==> config.mk <==
export PLATFORM = sky130hd
export DESIGN_NAME = matrix_loader
export DESIGN_NICKNAME = d
export VERILOG_FILES = /design/src/rtl/matrix_loader.sv
export SDC_FILE = /design/constraint.sdc
export NUM_CORES = 1
export LEC_CHECK = 0
export ABC_AREA = 1
export BUFFER_PORTS_ARGS = -buffer_cell sky130_fd_sc_hd__buf_2
export CORE_ASPECT_RATIO = 0.75
export CORE_MARGIN = 4
export CORE_UTILIZATION = 40
export CTS_CLUSTER_DIAMETER = 120
export DETAILED_ROUTE_END_ITERATION = 10
export PLACE_DENSITY_LB_ADDON = 0.3
export RECOVER_POWER = 100
export SKIP_LAST_GASP = 1
export SYNTH_ARGS = -nofsm -noshare
export SYNTH_HDL_FRONTEND = slang
export SYNTH_SLANG_ARGS = --single-unit
==> constraint.sdc <==
create_clock -name clk -period 3.7 [get_ports clk]
set_input_delay 0.185 -clock clk [delete_from_list [all_inputs] [get_ports clk]]
set_output_delay 0.185 -clock clk [all_outputs]
set_load 0.03 [all_outputs]
==> src/rtl/matrix_loader.sv <==
// Streams matrix A then matrix B, row-major, from a valid/ready byte input into
// the shared matrix memory, then hands off to the multiply controller via start.
module matrix_loader #(
  parameter int unsigned N      = 10,
  parameter int unsigned DATA_W = 8
) (
  input  logic              clk,
  input  logic              reset,
  input  logic              load,
  input  logic              in_valid,
  input  logic [DATA_W-1:0] in_data,
  output logic              in_ready,
  output logic              mem_owner,
  output logic              write_enable,
  output logic [1:0]        matrix_select,
  output logic [3:0]        row,
  output logic [3:0]        col,
  output logic [DATA_W-1:0] write_data,
  output logic              start,
  input  logic              mc_done,
  output logic              load_done
);

  localparam int unsigned    CNT_W = 4;
  localparam logic [CNT_W-1:0] LAST = CNT_W'(N - 1);

  typedef enum logic [2:0] {
    IDLE,
    LOAD_A,
    LOAD_B,
    FLUSH,
    RUN,
    RELEASE
  } state_t;

  state_t           state;
  logic [CNT_W-1:0] r;
  logic [CNT_W-1:0] c;
  logic             accept;
  logic             at_last;

  // in_ready is only ever high in LOAD_A/LOAD_B, so it gates the accept
  assign accept  = in_valid && in_ready;
  assign at_last = (r == LAST) && (c == LAST);

  always_ff @(posedge clk) begin
    if (reset) begin
      state         <= IDLE;
      r             <= '0;
      c             <= '0;
      in_ready      <= 1'b0;
      mem_owner     <= 1'b0;
      write_enable  <= 1'b0;
      matrix_select <= 2'd0;
      row           <= '0;
      col           <= '0;
      write_data    <= '0;
      start         <= 1'b0;
      load_done     <= 1'b0;
    end else begin
      write_enable <= 1'b0;
      load_done    <= 1'b0;

      case (state)
        IDLE: begin
          if (load) begin
            r         <= '0;
            c         <= '0;
            in_ready  <= 1'b1;
            mem_owner <= 1'b1;
            state     <= LOAD_A;
          end
        end

        LOAD_A, LOAD_B: begin
          if (accept) begin
            write_data    <= in_data;
            row           <= r;
            col           <= c;
            matrix_select <= (state == LOAD_B) ? 2'd1 : 2'd0;
            write_enable  <= 1'b1;

            if (at_last) begin
              r <= '0;
              c <= '0;
              if (state == LOAD_A) begin
                state <= LOAD_B;
              end else begin
                in_ready <= 1'b0;
                state    <= FLUSH;
              end
            end else if (c == LAST) begin
              c <= '0;
              r <= r + CNT_W'(1);
            end else begin
              c <= c + CNT_W'(1);
            end
          end
        end

        // last B write is on the bus this cycle; release the memory next
        FLUSH: begin
          mem_owner <= 1'b0;
          start     <= 1'b1;
          state     <= RUN;
        end

        RUN: begin
          if (mc_done) begin
            start     <= 1'b0;
            load_done <= 1'b1;
            state     <= RELEASE;
          end
        end

        RELEASE: begin
          state <= IDLE;
        end

        default: begin
          in_ready  <= 1'b0;
          mem_owner <= 1'b0;
          start     <= 1'b0;
          state     <= IDLE;
        end
      endcase
    end
  end

endmodule

==> out/qor.txt, run 1 <==
Status = finished, final reports clean
Row count = 19
Kind of critical path = flop to flop
Ports = 36
Final setup fails = 0
Ratio of total power to cell area = 729 nW/um^2
Area leader, netlist = dfxtp_1
CTS Buffer Depth = 2
Class of the tightest hold or removal check = input pin to flop
Grt ovf = 0
Capture point of the worst reg-to-reg path = c[3]
CP max stage delay = 0.43 ns
Critical Path Start Type = flop
Post-synthesis cell type count = 21
Hold_ws = 0.110 ns
Cell mode on critical path = nand2_1
Worst-Margin Slew = 0.715 ns
Worst-case reg-to-reg path depth = 8
Gr usage total = 15.5%
Die H = 61.2 um
Gpl congestion = 0.871
ANT nets after route = 0
# port buffers = 34
Crit path DAT = 2.18 ns
Post-route clock period utilization = 52.8%
Crit path time final = 1.95 ns
Cts repair resizes = 0
CP endpoint = c[3]
Worst R2R Start = state[1]
Post-Synthesis Cells = 211
Ant. Diodes = 0
Slew HR = 52.3%
Reg-to-reg slack, setup = 1.75 ns
Share of cells above drive strength 1 = 8.50%
Worst clock skew = 0.00544 ns
Final #Nets = 263
Worst setup EP type = flop
Fill cells = 395
Fmax = 0.512 GHz
Routed WL = 3.40 mm
Number of global-route vias before repair = 1,282
Layout area overhead = 16.8%
Post-Syn Area per Cell = 7.16 um^2
Slowest cell on crit path = dfxtp_1
WL per Instance = 11.4 um
P_leak = 0.792 nW
Detailed-placement wirelength estimate = 2.48 mm
Yosys warns = 0
Ys flop type = dfxtp_1
CP Data Required Time = 3.93 ns
Die footprint = 4830 um^2
Post-synth EDFFs = 0
Synthesis-stage register bit count = 33
Critical-path cell list = inv_1, nand2_1, nand3_1, nor2_8, inv_1, nand2_1, nand2_1, a21oi_1
Root Buffer = clkbuf_8
Hold-fix buffers, CTS = 0
Largest net degree at the start of global routing = 28
Number of vias after detailed routing = 1,407
Peak supply drop = 0.299 mV
Largest cells by area after synthesis = dfxtp_1 44%, nor2_1 13%, nand2_1 7.7%
Initial antenna violation count = 0
DR iter-0 viols = 77
Crit path launch = state[1]
Core box area = 3640 um^2
Unrepaired setup endpoints after global routing = no
Final hold vios = 0
TritonCTS Buffers = 5
First-pass GRT wire length = 5.68 mm
CTS tree = built
Via density = 4.71
Part of the Yosys area used for sequential elements = 43.7%
DIE WIDTH = 79.0 um
Postcts setup bufs = 0
DRC viols = 0
Synth Cell Area = 1510 um^2
Final Max Tran Viols = 0
MaxCap Viol Count = 0
H-tree depth = 2
Setup_tns = 0 ns
Synth Net Count = 228
Clock Pin Slew Worst Setup and Hold Paths = 0.07 ns
Top-area cell type share of the netlist area = 43.7%
Worst-Skew Late Latency = 0.29 ns
TritonCTS Sinks = 33
Post-synth ARST share = 0%
CP Max Fanout = 25
Initial Utilization = 41.5%
Pre-antenna DRT Iters = 4
cells by family after synthesis:
| kind of cell | share of synthesized area, % |
|---|---|
| flops | 43.7 |
| simple gates | 31.4 |
| compound gates | 12.9 |
| fa+ha+maj | 3.31 |
| buf+inv | 7.79 |
| other cells | 0.248 |
| xor+xnor | 0.580 |
cells in the final DEF, fill, tap and decap left out:
| cell | instances |
|---|---|
| nor2_1 | 55 |
| nand2_1 | 33 |
| dfxtp_1 | 33 |
| o21ai_0 | 24 |
| clkbuf_1 | 24 |
| nand3_1 | 17 |
| inv_1 | 16 |
| a21oi_1 | 15 |
| buf_2 | 11 |
| clkbuf_8 | 6 |
| ha_1 | 4 |
| nand4_1 | 3 |
| inv_2 | 1 |
| nor2_8 | 1 |
| clkinv_2 | 1 |
| xor2_1 | 1 |
| conb_1 | 1 |
| bufinv_16 | 1 |
flip-flops by register name, indices dropped and copies added (netlist names):
| name | cells |
|---|---|
| write_enable | 1 |
| row | 4 |
| start | 1 |
| c | 4 |
| state | 3 |
| write_data | 8 |
| matrix_select | 1 |
| r | 4 |
| col | 4 |
| load_done | 1 |
| mem_owner | 1 |
| in_ready | 1 |
how the worst min path moves through the flow:
stage | from | to | cells past startpoint
2_1_floorplan | reset | c[3] | 1
3_3_place_gp | in_data[6] | write_data[6] | 3
3_5_place_dp | in_data[7] | write_data[7] | 3
4_1_cts | in_data[7] | write_data[7] | 3
5_1_grt | in_data[7] | write_data[7] | 3
6_report | in_data[7] | write_data[7] | 3
synthesized netlist by cell type, types with 2 or more instances:
cell type,n
nand3_1,16
nand2_2,2
inv_2,3
nand4_1,3
clkbuf_1,2
a21oi_1,15
ha_1,4
inv_1,14
o21ai_0,23
buf_6,3
nor2_1,54
nand2_1,31
dfxtp_1,33
power breakdown:
| part | switching (mW) | internal, mW | total (mW) | leakage (nW) |
|---|---|---|---|---|
| registers | 0.0557 | 0.418 | 0.474 | 0.268 |
| clock network | 0.135 | 0.220 | 0.355 | 0.0585 |
| logic | 0.326 | 0.132 | 0.458 | 0.466 |
worst max-delay path, delay by kind of cell, from the launching register on:
family	cells	cell delay (ns)
DFF	1	0.43
buffers and inverters	2	0.36
and+or+nand+nor	5	0.98
AOI/OAI and AO/OA	1	0.12
layout make-up:
type	instances	area, um^2	share of cell area (%)
clock inverter	1	30.0	1.70
clock buffer	7	86.3	4.89
multi-input combinational	154	712	40.4
tap	52	65.1	3.69
sequential	33	661	37.4
timing repair buffer	34	141	8.01
inverter	18	68.8	3.90
through the flow:
| stage | util (%) | power, mW | setup WS, ns | std cells | instance area, um^2 |
|---|---|---|---|---|---|
| after floorplan | - | 0.854 | 2.38 | 211 | 1510 |
| after global placement | 46.6 | 0.961 | 2.20 | 291 | 1700 |
| after detailed placement | 46.6 | 0.965 | 2.13 | 291 | 1700 |
| after CTS | 49.8 | 1.32 | 2.12 | 299 | 1810 |
| after global routing | 48.5 | 1.39 | 1.39 | 299 | 1760 |
| final | 48.5 | 1.29 | 1.75 | 299 | 1760 |
metal layers:
layer / track usage, % / vias to the layer above / routed length (um) / share of wire [%]
met5: 0 / - / 0 / 0
met4: 8.82 / 0 / 87 / 2.6
met3: 4.97 / 9 / 227 / 6.7
met2: 22.0 / 38 / 1340 / 39
met1: 20.9 / 608 / 1740 / 51
li1: - / 752 / - / -
Note: power is estimated with default switching activity, not from simulation.
==> run 2: changes to the inputs <==
--- a/config.mk
+++ b/config.mk
@@ -5,7 +5,7 @@
 export SDC_FILE = /design/constraint.sdc
 export NUM_CORES = 1
 export LEC_CHECK = 0
-export ABC_AREA = 1
+export ABC_AREA = 0
 export BUFFER_PORTS_ARGS = -buffer_cell sky130_fd_sc_hd__buf_2
 export CORE_ASPECT_RATIO = 0.75
 export CORE_MARGIN = 4
==> constraint.sdc (replaced) <==
create_clock -name clk -period 1.7 [get_ports clk]
set_input_delay 0.085 -clock clk [delete_from_list [all_inputs] [get_ports clk]]
set_output_delay 0.085 -clock clk [all_outputs]
set_load 0.03 [all_outputs]
==> run 2 against run 1 <==
- via count rose by 5.2%
- largest power group unchanged
- sequential power up 69%
- highest routed layer unchanged
- flip-flop and latch count unchanged
- die area rose by 3.9%
- fmax rose by 16%
- non-clock buffer count is 22 higher
==> out/qor.txt, run 2 <==
DIE WIDTH = 80.5 um (+2.0%)
Pwr Total = 1.51 mW (+17%)
Synthesis-stage register bit count = 33 (unchanged)
Crit path buffers/inverters = 0 (-2)
Commonest non-fill, non-tap cells in the layout = 40 x nand2_1, 30 x dfxtp_1, 24 x a21oi_1
Detailed-placement wirelength estimate = 2.64 mm (+6.6%)
Hold_ws = 0.0396 ns (-0.0705 ns)
CTS tree = built
H-tree depth = 2 (unchanged)
Critical-path cell list = or3b_4, a31o_4, or4b_1, a21oi_1
Largest net degree at the start of global routing = 24 (-14%)
Hold-fix buffers, CTS = 0 (unchanged)
Number of global-route vias before repair = 1,321 (+3.0%)
Crit path time final = 1.68 ns (-0.271 ns)
Ys flop type = dfxtp_1
Share of cells above drive strength 1 = 21.7% (+13 points)
Clock Pin Slew Worst Setup and Hold Paths = 0.06 ns (about the same)
Yosys warns = 0 (unchanged)
Critical Path Start Type = flop
Worst setup EP type = flop
Fill cells = 360 (-8.9%)
Synth Cell Area = 1580 um^2 (+4.5%)
CP max stage delay = 0.47 ns (+0.04 ns)
Pre-CTS WS = -0.0205 ns (-2.15 ns)
Via density = 5.07 (+7.7%)
Fin cells = 292 (-2.3%)
First-pass GRT wire length = 6.14 mm (+8.2%)
ANT nets after route = 0 (unchanged)
MaxCap Viol Count = 0 (unchanged)
Die footprint = 5020 um^2 (+3.9%)
Commonest non-fill, non-tap cell in the layout = nand2_1
WL per Instance = 12.3 um (+8.1%)
Final setup fails = 0 (unchanged)
Ant. Diodes = 0 (unchanged)
Kind of critical path = flop to flop
Final hold vios = 0 (unchanged)
Max reg flops = 8 (unchanged)
Final #Nets = 258 (-1.9%)
Fmax = 0.594 GHz (+16%)
Synth Net Count = 210 (-7.9%)
Post-route clock period utilization = 99.0% (+46 points)
CP Max Fanout = 6 (-76%)
Post-Syn Area per Cell = 8.17 um^2 (+14%)
Routed WL = 3.59 mm (+5.6%)
Class of the tightest hold or removal check = input pin to flop
Ports = 36 (unchanged)
Gr usage total = 15.4% (-0.070 points)
Part of the Yosys area used for sequential elements = 41.9% (-1.9 points)
Peak supply drop = 0.458 mV (+53%)
Post-synth ARST share = 0% (unchanged)
Post-synth EDFFs = 0 (unchanged)
Worst-Skew Late Latency = 0.28 ns (about the same)
Status = finished, final reports clean
Layout area overhead = 25.5%
Crit path DAT = 1.90 ns (-0.28 ns)
Core box area = 3730 um^2 (+2.6%)
Placed instance count = 285 (-2.1%)
Reg with most FFs = write_data
P_leak = 0.744 nW (-6.1%)
Post-synthesis cell type count = 45 (+110%)
DRC viols = 0 (unchanged)
Unrepaired setup endpoints after global routing = yes
Post-synth top cells = 40 x nand2_1, 33 x dfxtp_1, 25 x a21oi_1
Worst clock skew = 0.00610 ns (+0.000657 ns)
Area leader, netlist = dfxtp_1
Pre-antenna DRT Iters = 4 (unchanged)
Initial Utilization = 42.3% (+0.75 points)
CP Data Required Time = 1.92 ns (-2.01 ns)
Grt ovf = 0 (unchanged)
Post-Synthesis Cells = 193 (-8.5%)
Number of vias after detailed routing = 1,480 (+5.2%)
Ratio of total power to cell area = 762 nW/um^2 (+4.5%)
Die H = 62.4 um (+1.9%)
Gpl congestion = 0.897 (+2.9%)
Reg-to-reg slack, setup = 0.02 ns (-1.73 ns)
Largest cells by area after synthesis = dfxtp_1 42%, nand2_1 9.5%, a21oi_1 7.9%
Final Max Tran Viols = 0 (unchanged)
TritonCTS Sinks = 33 (unchanged)
Row count = 19 (unchanged)
Final WS setup = 0.0171 ns (-1.73 ns)
DR iter-0 viols = 72 (-6.5%)
CTS Buffer Depth = 2 (unchanged)
Slowest cell on crit path = or4b_1
TritonCTS Buffers = 5 (unchanged)
Family with the most delay on the worst path = simple AND/OR/NAND/NOR gates
Root Buffer = clkbuf_8
Initial antenna violation count = 0 (unchanged)
# port buffers = 34 (unchanged)
Top-area cell type share of the netlist area = 41.9% (-1.9 points)
Most frequent cell after synthesis = nand2_1
-- run 2: metrics by stage --
step / instance area (um^2) / setup TNS, ns / utilization [%]
3_5_place_dp: 1910 / -0.0306 / 51.1
4_1_cts: 1990 / 0 / 53.2
3_3_place_gp: 1910 / 0 / 51.1
6_report: 1980 / 0 / 53.0
5_1_grt: 1980 / -0.0610 / 53.0
2_1_floorplan: 1590 / 0 / -
-- run 2: power by group --
group          internal [mW]  switching (mW)  leakage [nW]  total (mW)
combinational         0.0796           0.101         0.436       0.181
clock                  0.269           0.260        0.0399       0.528
sequential             0.786          0.0132         0.269       0.799
total                   1.13           0.374         0.744        1.51
-- run 2: metal layers --
| layer | share of wire [%] | vias to the layer above | wire, um | GRT usage [%] |
|---|---|---|---|---|
| met5 | 0 | - | 0 | 0 |
| met4 | 1.0 | 0 | 36 | 5.70 |
| met3 | 6.0 | 4 | 215 | 5.04 |
| met2 | 42 | 32 | 1510 | 22.1 |
| met1 | 51 | 673 | 1820 | 21.3 |
| li1 | - | 771 | - | - |
-- run 2: final timing paths --
| check | startpoint | to | cells past startpoint |
|---|---|---|---|
| hold / removal | in_data[6] | write_data[6] | 3 |
| setup / recovery | state[0] | c[3] | 4 |
| setup reg to reg | state[0] | c[3] | 4 |
| hold reg to reg | write_data[3] | write_data[3] | 2 |
-- run 2: kinds of logic after synthesis --
| family | count (synthesis) | synth area share, % |
|---|---|---|
| AO/OA/AOI/OAI | 46 | 18.1 |
| XOR/XNOR | 1 | 1.03 |
| adder cells (fa/ha/maj) | 4 | 3.17 |
| buffers and inverters | 18 | 5.15 |
| flip-flops | 33 | 41.9 |
| multiplexers | 2 | 1.27 |
| other | 1 | 0.238 |
| AND/OR/NAND/NOR | 88 | 29.2 |
-- run 2: final cells by class --
type	instances	area, um^2	share of cell area, %
multi-input combinational	142	851	43.0
sequential	33	669	33.8
timing repair buffer	56	309	15.6
clock buffer	5	68.8	3.48
tap	52	65.1	3.29
inverter	3	11.3	0.569
clock inverter	1	5.00	0.253
-- run 2: worst register-to-register path, stage by stage (launching register included) --
cell and delay (ns):
dfxtp_4 0.37, or3b_4 0.41, a31o_4 0.24, or4b_1 0.47, a21oi_1 0.13
-- run 2: what timing repair did --
item / CTS / global route
buffers inserted: 0 / 1
hold endpoints to repair: 0 / 0
pin swaps: 1 / 2
resized for setup: 3 / 5
endpoints found under the setup margin: 2 / 7
==> run 3: changes to the inputs <==
--- a/config.mk
+++ b/config.mk
@@ -6,6 +6,7 @@
 export NUM_CORES = 1
 export LEC_CHECK = 0
 export ABC_AREA = 0
+export ABC_CLOCK_PERIOD_IN_PS = 1700
 export BUFFER_PORTS_ARGS = -buffer_cell sky130_fd_sc_hd__buf_2
 export CORE_ASPECT_RATIO = 0.75
 export CORE_MARGIN = 4
==> constraint.sdc (replaced) <==
create_clock -name clk -period 1.7 [get_ports clk]
set_input_delay 0.34 -clock clk [delete_from_list [all_inputs] [get_ports clk]]
set_output_delay 0.34 -clock clk [all_outputs]
set_load 0.03 [all_outputs]
==> run 3 against run 2 <==
- critical path depth unchanged
- sequential power about the same
- cell count rose by 0.68%
- combinational power grew 2%
- clock power hardly changed
- first-iteration DRC count up 22%
- sequential share of layout area down 0.55 points
- fmax increased by 1.2%
- via count is 0.54% higher
- non-clock buffer count grew 2
- critical path type unchanged
- critical endpoint is now c[1]
==> out/qor.txt, run 3 (synthesis gave the netlist of run 2 again) <==
Final setup fails = 0 (unchanged)
Final #Nets = 260 (+0.78%)
TritonCTS Buffers = 5 (unchanged)
Core box area = 3730 um^2 (unchanged)
Cts repair resizes = 0 (-3)
Initial Utilization = 42.3% (unchanged)
Worst clock skew = 0.00578 ns (-0.000323 ns)
Crit path buffers/inverters = 0 (unchanged)
Crit path time final = 1.66 ns (-0.0197 ns)
Initial antenna violation count = 0 (unchanged)
Die H = 62.4 um (unchanged)
Number of global-route vias before repair = 1,262 (-4.5%)
Commonest non-fill, non-tap cell in the layout = nand2_1
Capture point of the worst reg-to-reg path = c[1]
Pwr Total = 1.51 mW (+0.21%)
Fmax = 0.601 GHz (+1.2%)
Final WS setup = 0.0367 ns (+0.0197 ns)
CTS Buffer Depth = 2 (unchanged)
Via density = 5.06 (-0.14%)
P_sw = 0.373 mW (-0.36%)
H-tree depth = 2 (unchanged)
# port buffers = 34 (unchanged)
Grt ovf = 0 (unchanged)
Critical-path cell list = or3b_4, a31o_4, or4_1, a21oi_1
CP Depth = 4 (unchanged)
Die footprint = 5020 um^2 (unchanged)
Peak supply drop = 0.321 mV (-30%)
Worst-case reg-to-reg path depth = 4 (unchanged)
Final Max Tran Viols = 0 (unchanged)
Share of cells above drive strength 1 = 22.7% (+1.1 points)
CP max stage delay = 0.46 ns (about the same)
WL per Instance = 12.4 um (+0.59%)
Reg power frac = 53.0% (about the same)
Class of the tightest hold or removal check = input pin to flop
MaxCap Viol Count = 0 (unchanged)
CP endpoint = c[1]
Worst-Skew Late Latency = 0.28 ns (about the same)
DIE WIDTH = 80.5 um (unchanged)
TritonCTS Sinks = 33 (unchanged)
First-pass GRT wire length = 5.93 mm (-3.4%)
Number of vias after detailed routing = 1,488 (+0.54%)
Routed WL = 3.63 mm (+1.3%)
CP Data Required Time = 1.91 ns (about the same)
P_leak = 0.753 nW (+1.1%)
Pre-antenna DRT Iters = 4 (unchanged)
Postcts setup bufs = 0 (unchanged)
Final hold vios = 0 (unchanged)
Worst R2R Start = state[0]
Commonest non-fill, non-tap cells in the layout = 40 x nand2_1, 30 x dfxtp_1, 25 x a21oi_1
Family with the most delay on the worst path = simple AND/OR/NAND/NOR gates
Crit path DAT = 1.88 ns (-0.02 ns)
Detailed-placement wirelength estimate = 2.74 mm (+3.5%)
Reg-to-reg slack, setup = 0.04 ns (+0.02 ns)
Switching share of total power = 24.7% (-0.14 points)
Internal = 1.14 mW (+0.40%)
Crit path launch = state[0]
Ratio of total power to cell area = 757 nW/um^2 (-0.67%)
Ant. Diodes = 0 (unchanged)
Kind of critical path = flop to flop
Largest net degree at the start of global routing = 20 (-17%)
Clock power share = 34.8% (-0.2 points)
Gpl congestion = 0.932 (+3.9%)
Layout area overhead = 26.6%
Row count = 19 (unchanged)
Critical Path Start Type = flop
Reg with most FFs = write_data
Unrepaired setup endpoints after global routing = yes
Ports = 36 (unchanged)
Post-route clock period utilization = 97.8% (-1.2 points)
Max reg flops = 8 (unchanged)
Comb power frac = 12.3% (+0.3 points)
Gr usage total = 15.1% (-0.34 points)
Clock Pin Slew Worst Setup and Hold Paths = 0.06 ns (about the same)
Slowest cell on crit path = or4_1
DR iter-0 viols = 88 (+22%)
DRC viols = 0 (unchanged)
ANT nets after route = 0 (unchanged)
Worst setup EP type = flop
Hold_ws = 0.300 ns (+0.260 ns)
Fill cells = 385 (+6.9%)
Root Buffer = clkbuf_8
Status = finished, final reports clean
CTS tree = built
Pre-CTS WS = -0.0284 ns (-0.00793 ns)
CP Max Fanout = 4 (-2)
Hold-fix buffers, CTS = 0 (unchanged)
[run 3: final cells by class]
type                       count  area, um^2  share of cell area (%)
clock inverter                 1        5.00                   0.251
multi-input combinational    142         866                    43.4
timing repair buffer          58         317                    15.9
tap                           52        65.1                    3.26
sequential                    33         664                    33.3
inverter                       3        11.3                   0.564
clock buffer                   5        68.8                    3.45
[run 3: power by group through the flow]
| stage | clock, mW | sequential (mW) | combinational (mW) |
|---|---|---|---|
| after global routing | 0.577 | 0.803 | 0.204 |
| final | 0.526 | 0.801 | 0.185 |
| after detailed placement | 0 | 0.817 | 0.183 |
| after global placement | 0 | 0.817 | 0.183 |
| after floorplan | 0 | 0.834 | 0.0959 |
| after CTS | 0.543 | 0.800 | 0.184 |
[run 3: worst register-to-register path, cell delays in order, from the launching register on]
cell	delay [ns]
dfxtp_2	0.35
or3b_4	0.41
a31o_4	0.24
or4_1	0.46
a21oi_1	0.14
[run 3: worst min path at each step]
| stage | start | to | slack, ns | cells after the start |
|---|---|---|---|---|
| 2_1_floorplan | r[3] | row[3] | 0.45 | 2 |
| 3_3_place_gp | write_data[6] | write_data[6] | 0.44 | 2 |
| 3_5_place_dp | write_data[6] | write_data[6] | 0.44 | 2 |
| 4_1_cts | in_data[0] | write_data[0] | 0.29 | 3 |
| 5_1_grt | in_data[2] | write_data[2] | 0.30 | 3 |
| 6_report | in_data[0] | write_data[0] | 0.30 | 3 |
[run 3: metrics by stage]
| stage | setup TNS [ns] | area, um^2 | cells | util [%] |
|---|---|---|---|---|
| detailed placement | -0.0396 | 1930 | 288 | 51.7 |
| CTS | 0 | 2000 | 294 | 53.7 |
| finish | 0 | 2000 | 294 | 53.5 |
| global route | -0.0147 | 2000 | 294 | 53.5 |
| global placement | -0.0179 | 1930 | 288 | 51.7 |
| floorplan | 0 | 1590 | 193 | - |
[run 3: per-layer routing]
| layer | track usage [%] | wire length (um) | vias up |
|---|---|---|---|
| met5 | 0 | 0 | - |
| met4 | 5.91 | 40 | 0 |
| li1 | - | - | 777 |
| met3 | 4.18 | 167 | 5 |
| met2 | 21.3 | 1560 | 27 |
| met1 | 21.5 | 1860 | 679 |
